### src/rtl/pc_cfr_cpg_alloc.sv
// pc_cfr_cpg_alloc: assigns each accepted peak from the peak detector to one of
// NUM_CPG cancellation-pulse-generator channels and runs that channel's
// pulse-ROM address for PULSE_LEN cycles. Peaks with no free channel are
// dropped and counted.
// Optional build macro PC_CFR_CPG_ALLOC_RR_EN: round-robin channel selection
// (default build: fixed priority, lowest free index wins).
module pc_cfr_cpg_alloc #(
    parameter int NUM_CPG    = 4,
    parameter int PULSE_LEN  = 64,
    parameter int DATA_WIDTH = 16,
    parameter int ITERATIONS = 7
) (
    input  logic                                  clk,
    input  logic                                  rst,
    input  logic [DATA_WIDTH:0]                   peak_r,
    input  logic [ITERATIONS:0]                   peak_theta,
    input  logic                                  peak_phase,
    input  logic                                  peak_valid,
    input  logic                                  ctrl_enable,
    input  logic                                  stat_clear,
    output logic [NUM_CPG-1:0]                    cpg_valid,
    output logic [NUM_CPG*(DATA_WIDTH+1)-1:0]     cpg_r,
    output logic [NUM_CPG*(ITERATIONS+1)-1:0]     cpg_theta,
    output logic [NUM_CPG-1:0]                    cpg_phase,
    output logic [NUM_CPG*$clog2(PULSE_LEN)-1:0]  cpg_addr,
    output logic [15:0]                           stat_drop_cnt
);

    localparam int AW = $clog2(PULSE_LEN);
    localparam int RW = DATA_WIDTH + 1;
    localparam int TW = ITERATIONS + 1;
    localparam int SW = (NUM_CPG > 1) ? $clog2(NUM_CPG) : 1;
    localparam logic [AW-1:0] LAST_ADDR = AW'(PULSE_LEN - 1);

    typedef enum logic {
        ST_IDLE = 1'b0,
        ST_BUSY = 1'b1
    } state_t;

    state_t        r_state     [NUM_CPG];
    state_t        w_state_nxt [NUM_CPG];
    logic [AW-1:0] r_addr      [NUM_CPG];
    logic [AW-1:0] w_addr_nxt  [NUM_CPG];
    logic [RW-1:0] r_mag       [NUM_CPG];
    logic [RW-1:0] w_mag_nxt   [NUM_CPG];
    logic [TW-1:0] r_theta     [NUM_CPG];
    logic [TW-1:0] w_theta_nxt [NUM_CPG];
    logic          r_slot      [NUM_CPG];
    logic          w_slot_nxt  [NUM_CPG];

    logic [NUM_CPG-1:0] w_free;
    logic [SW-1:0]      w_sel;
    logic               w_found;
    logic               w_req;
    logic               w_accept;
    logic               w_drop;
    logic [15:0]        r_drop_cnt;

    // A channel is free when idle or in the last cycle of its pulse.
    always_comb begin
        for (int k = 0; k < NUM_CPG; k++) begin
            w_free[k] = (r_state[k] == ST_IDLE) || (r_addr[k] == LAST_ADDR);
        end
    end

`ifdef PC_CFR_CPG_ALLOC_RR_EN
    localparam int IW = SW + 1;
    logic [SW-1:0] r_ptr;
    logic [IW-1:0] w_idx;

    // Round-robin search for a free channel starting at the pointer, wrapping.
    always_comb begin
        // NOTE: every signal gets a default before any branch, so no latch is inferred.
        w_sel   = '0;
        w_found = 1'b0;
        w_idx   = '0;
        for (int off = 0; off < NUM_CPG; off++) begin
            w_idx = {1'b0, r_ptr} + IW'(off);
            if (w_idx >= IW'(NUM_CPG)) begin
                w_idx = w_idx - IW'(NUM_CPG);
            end
            if (!w_found && w_free[w_idx[SW-1:0]]) begin
                w_sel   = w_idx[SW-1:0];
                w_found = 1'b1;
            end
        end
    end

    // Pointer moves to one past the channel just allocated.
    always_ff @(posedge clk) begin
        if (rst) begin
            r_ptr <= '0;
        end else if (w_accept) begin
            r_ptr <= (w_sel == SW'(NUM_CPG - 1)) ? '0 : w_sel + SW'(1);
        end
    end
`else
    // Fixed priority: descending scan so the lowest free index is written last.
    always_comb begin
        // NOTE: every signal gets a default before any branch, so no latch is inferred.
        w_sel   = '0;
        w_found = 1'b0;
        for (int k = NUM_CPG - 1; k >= 0; k--) begin
            if (w_free[k]) begin
                w_sel   = SW'(k);
                w_found = 1'b1;
            end
        end
    end
`endif

    assign w_req    = peak_valid && ctrl_enable;
    assign w_accept = w_req && w_found;
    assign w_drop   = w_req && !w_found;

    // Per-channel next state: load on selection, count while busy, else idle with zeros.
    always_comb begin
        for (int k = 0; k < NUM_CPG; k++) begin
            w_state_nxt[k] = ST_IDLE;
            w_addr_nxt[k]  = '0;
            w_mag_nxt[k]   = '0;
            w_theta_nxt[k] = '0;
            w_slot_nxt[k]  = 1'b0;
            if (w_accept && (w_sel == SW'(k))) begin
                w_state_nxt[k] = ST_BUSY;
                w_mag_nxt[k]   = peak_r;
                w_theta_nxt[k] = peak_theta;
                w_slot_nxt[k]  = peak_phase;
            end else if ((r_state[k] == ST_BUSY) && (r_addr[k] != LAST_ADDR)) begin
                w_state_nxt[k] = ST_BUSY;
                w_addr_nxt[k]  = r_addr[k] + AW'(1);
                w_mag_nxt[k]   = r_mag[k];
                w_theta_nxt[k] = r_theta[k];
                w_slot_nxt[k]  = r_slot[k];
            end
        end
    end

    // Channel state registers; reset aborts every pulse at once.
    always_ff @(posedge clk) begin
        // NOTE: channel arrays are small flop banks, not RAM, so they are reset like any other register.
        if (rst) begin
            for (int k = 0; k < NUM_CPG; k++) begin
                // NOTE: non-blocking assignments keep all flops updating from the same pre-edge values.
                r_state[k] <= ST_IDLE;
                r_addr[k]  <= '0;
                r_mag[k]   <= '0;
                r_theta[k] <= '0;
                r_slot[k]  <= 1'b0;
            end
        end else begin
            for (int k = 0; k < NUM_CPG; k++) begin
                r_state[k] <= w_state_nxt[k];
                r_addr[k]  <= w_addr_nxt[k];
                r_mag[k]   <= w_mag_nxt[k];
                r_theta[k] <= w_theta_nxt[k];
                r_slot[k]  <= w_slot_nxt[k];
            end
        end
    end

    // Saturating drop counter; clear wins over a simultaneous drop.
    always_ff @(posedge clk) begin
        if (rst || stat_clear) begin
            r_drop_cnt <= '0;
        end else if (w_drop && (r_drop_cnt != 16'hFFFF)) begin
            r_drop_cnt <= r_drop_cnt + 16'd1;
        end
    end

    assign stat_drop_cnt = r_drop_cnt;

    for (genvar k = 0; k < NUM_CPG; k++) begin : g_out
        assign cpg_valid[k]             = (r_state[k] == ST_BUSY);
        assign cpg_r[k*RW +: RW]        = r_mag[k];
        assign cpg_theta[k*TW +: TW]    = r_theta[k];
        assign cpg_phase[k]             = r_slot[k];
        assign cpg_addr[k*AW +: AW]     = r_addr[k];
    end

endmodule

### config.mk
export PLATFORM = sky130hd
export DESIGN_NAME = pc_cfr_cpg_alloc
export DESIGN_NICKNAME = d
export VERILOG_FILES = /design/src/rtl/pc_cfr_cpg_alloc.sv
export SDC_FILE = /design/constraint.sdc
export NUM_CORES = 1
export LEC_CHECK = 0
export ABC_CLOCK_PERIOD_IN_PS = 2400
export CORE_MARGIN = 2
export CORE_UTILIZATION = 42
export DETAILED_ROUTE_END_ITERATION = 12
export GPL_ROUTABILITY_DRIVEN = 0
export GPL_TIMING_DRIVEN = 0
export HOLD_SLACK_MARGIN = 0.03
export MAX_ROUTING_LAYER = met4
export PLACE_DENSITY = 0.77
export SLEW_MARGIN = 20
export SYNTH_ARGS = -nofsm -noshare
export SYNTH_HDL_FRONTEND = slang
export SYNTH_SLANG_ARGS = --single-unit
### constraint.sdc
create_clock -name clk -period 2.4 [get_ports clk]
set_clock_uncertainty 0.1 [all_clocks]
set_input_delay 0.48 -clock clk [delete_from_list [all_inputs] [get_ports clk]]
set_output_delay 0.48 -clock clk [all_outputs]
set_load 0.01 [all_outputs]
==> impl_metrics.env <==
export IMPL_drtPass1Iterations=5
export IMPL_grt_overflow_total=0
export IMPL_synth_simple_gate_area_share_pct=18.69
export IMPL_grt_pass1_wl_um=25560
export IMPL_insertion_delay_ns=0.42
export IMPL_maxSlewViolCount=0
export IMPL_drive_above_1_share_pct=8.831
export IMPL_area_growth_pct=49.41
export IMPL_layout_setup_ws_ns=0.1506
export IMPL_ioPinCount=179
export IMPL_initial_core_util_pct=42.62
export IMPL_min_period_ns=2.249
export IMPL_final_area_mm2=0.007971
export IMPL_nets=793
export IMPL_cts_tree="done"
export IMPL_yosys_mux_area_fraction_pct=0
export IMPL_drtIter0Drc=404
export IMPL_post_layout_nonfiller_instances=942
export IMPL_ys_flop_type="dfxtp_1"
export IMPL_final_common_cell="clkdlybuf4s50_1"
export IMPL_syn_nets=592
export IMPL_syn_area_mm2=0.005335
export IMPL_layout_common_cells="177 x clkdlybuf4s50_1, 148 x dfxtp_1, 75 x nor2_1"
export IMPL_finalCritPeriodShare_pct=93.72
export IMPL_place_inst=905
export IMPL_viasPerCell=5.365
export IMPL_synth_xor_area_share_pct=4.268
export IMPL_nFillCells=1084
export IMPL_htree_num_levels=4
export IMPL_synth_adder_area_share_pct=1.173
export IMPL_crit_chain="ha_1 > nand3_1 > o21a_1 > buf_2 > nand2_1 > nor4_4 > buf_4 > buf_2 > a22o_1"
export IMPL_worst_path_max_delay_cell="dfxtp_1"
export IMPL_hold_violations=0
export IMPL_cp_common_cell="buf_2"
export IMPL_critPathCaptureType="flip-flop"
export IMPL_antenna_found_initial=0
export IMPL_numPortBuffers=177
export IMPL_critPathLaunchType="flip-flop"
export IMPL_synth_cell_type_count=38
export IMPL_arrival_ns=2.52
export IMPL_ys_warn_count=0
export IMPL_slowest_delay_ns=0.34
export IMPL_synth_seq_cells=148
export IMPL_fin_util_pct=63.68
export IMPL_multi_input_area_mm2=0.002202
export IMPL_setup_violations_final=0
export IMPL_core_area_mm2=0.01252
export IMPL_cts_sinks=148
export IMPL_clockBufferDepth=2
export IMPL_ys_async_sr_fraction_pct=0
export IMPL_path_clk_slew_ns=0.06
export IMPL_grt_use_total_pct=25.59
export IMPL_first_global_vias=4994
export IMPL_detail_route_antenna_nets=0
export IMPL_num_vias=5054
export IMPL_critical_path_class="reg2reg"
export IMPL_vdd_drop_max_mv=0.4998
export IMPL_fmax_mhz=444.6
export IMPL_synth_compound_area_share_pct=16.67
export IMPL_relSlewSlack_pct=62.22
export IMPL_n_antenna_cell=0
export IMPL_synth_top_family_by_area="simple AND/OR/NAND/NOR gates"
export IMPL_worstHoldPathType="reg2reg"
export IMPL_die_h_um=116.7
export IMPL_design_die_area_mm2=0.01362
export IMPL_rows=41
export IMPL_tightest_slew_ns=0.5667
export IMPL_dpl_worst_slack_ns=-0.5410
export IMPL_outcome="complete, no violations"
export IMPL_leakagePower_nw=2.814
export IMPL_syn_inst=556
export IMPL_wirelength_um=16700
export IMPL_cts_buffers=17
export IMPL_rsz0062_at_grt="no"
export IMPL_drc_errors=0
export IMPL_fin_setup_tns_ns=0
export IMPL_synth_avg_cell_area_um2=9.596
export IMPL_seq_area_frac_synth_pct=55.53
export IMPL_crit_fanout=10
export IMPL_cts_root_buf="clkbuf_16"
export IMPL_power_density_mw_per_mm2=671.4
export IMPL_maxCapViolCount=0
export IMPL_drt_wirelength_per_cell_um=17.73
export IMPL_seq_area_mm2=0.002963
export IMPL_dpl_cell_area_mm2=0.007322
export IMPL_dp_hpwl_um=12210
export IMPL_synth_edf_count=0
export IMPL_critPathRequiredTime_ns=2.67
export IMPL_die_w_um=116.7
export IMPL_grt_start_max_net_pins=17
-- flip-flops by register name, indices dropped and copies added, names as in the netlist --
register       flops
r_addr            24
r_mag             68
r_slot             4
r_state            4
r_theta           32
stat_drop_cnt     16
-- final cells by class --
class / instances / share of cell area, %
clock buffers: 17 / 5.337
clock inverters: 15 / 1.962
plain buffers: 41 / 2.323
well taps: 172 / 2.700
inverters: 2 / 0.09418
multi-input cells: 364 / 27.63
flip-flops and latches: 148 / 37.17
repair buffers: 183 / 22.79
-- critical path, delay by kind of cell, from the launching register on --
kind                       cells  cell delay, ns
and+or+nand+nor                3            0.51
DFF                            1            0.34
buffers and inverters          3            0.68
adders and majority gates      1            0.23
AOI/OAI and AO/OA              2            0.32
-- synthesized netlist by cell type, drive strengths merged (3+ instances only) --
master  number  share of area (%)
and3         8               0.94
a22oi       52                7.3
nand4        4               0.59
o21ai        6               0.70
dfxtp      148                 56
xnor2       10                1.6
xor2        16                2.6
nor2        78                5.5
nor3b        4               0.56
a21oi       31                2.9
nand3       46                4.4
a22o        26                4.3
nand2       42                3.0
ha           5                1.2
nor3        16                1.5
buf         12                1.4
clkbuf      30                2.1
or3          3               0.35
and2         3               0.35
-- logic make-up after synthesis --
logic type      after synthesis
compound gates              122
xor+xnor                     26
fa+ha+maj                     5
buf+inv                      44
flops                       148
simple gates                211
-- power breakdown --
group          internal [mW]  total (mW)  switching (mW)
Clock                   1.53        2.59            1.06
Sequential              2.48        2.49          0.0145
Combinational          0.109       0.265           0.155
-- path summary, 6_finish.rpt --
path	start	to	slack [ns]	depth (start not counted)
min	r_mag[0][12]$_SDFFE_PP0P_	r_mag[0][12]$_SDFFE_PP0P_	0.35	2
max	r_addr[2][0]$_SDFF_PP0_	r_mag[0][62]$_SDFFE_PP0P_	0.15	9
max reg2reg	r_addr[2][0]$_SDFF_PP0_	r_mag[0][62]$_SDFFE_PP0P_	0.15	9
min reg2reg	r_mag[0][12]$_SDFFE_PP0P_	r_mag[0][12]$_SDFFE_PP0P_	0.35	2
-- per-stage QoR --
step	hold WS [ns]	total power [mW]
after floorplan	0.3323	2.646
after global placement	0.3384	2.799
after detailed placement	0.3444	2.806
after CTS	0.3528	5.384
after global routing	0.3761	5.507
final	0.3529	5.352
-- per-layer routing --
layer | track usage, % | wire length (um) | vias to the layer above | share of wire (%)
met3 | 10.28 | 1800 | 27 | 11
met5 | - | 0 | - | 0
met2 | 41.00 | 8038 | 234 | 48
met4 | 9.255 | 315 | 0 | 1.9
met1 | 28.97 | 6546 | 2425 | 39
li1 | - | - | 2368 | -
-- repair_timing --
item,4_1_cts,5_1_grt
setup buffers,0,6
setup endpoints to repair,56,97
hold buffers,0,0
pin swaps,0,3
gates resized for setup,3,7
cloned,0,0
Power figures use the tool's default switching activity.
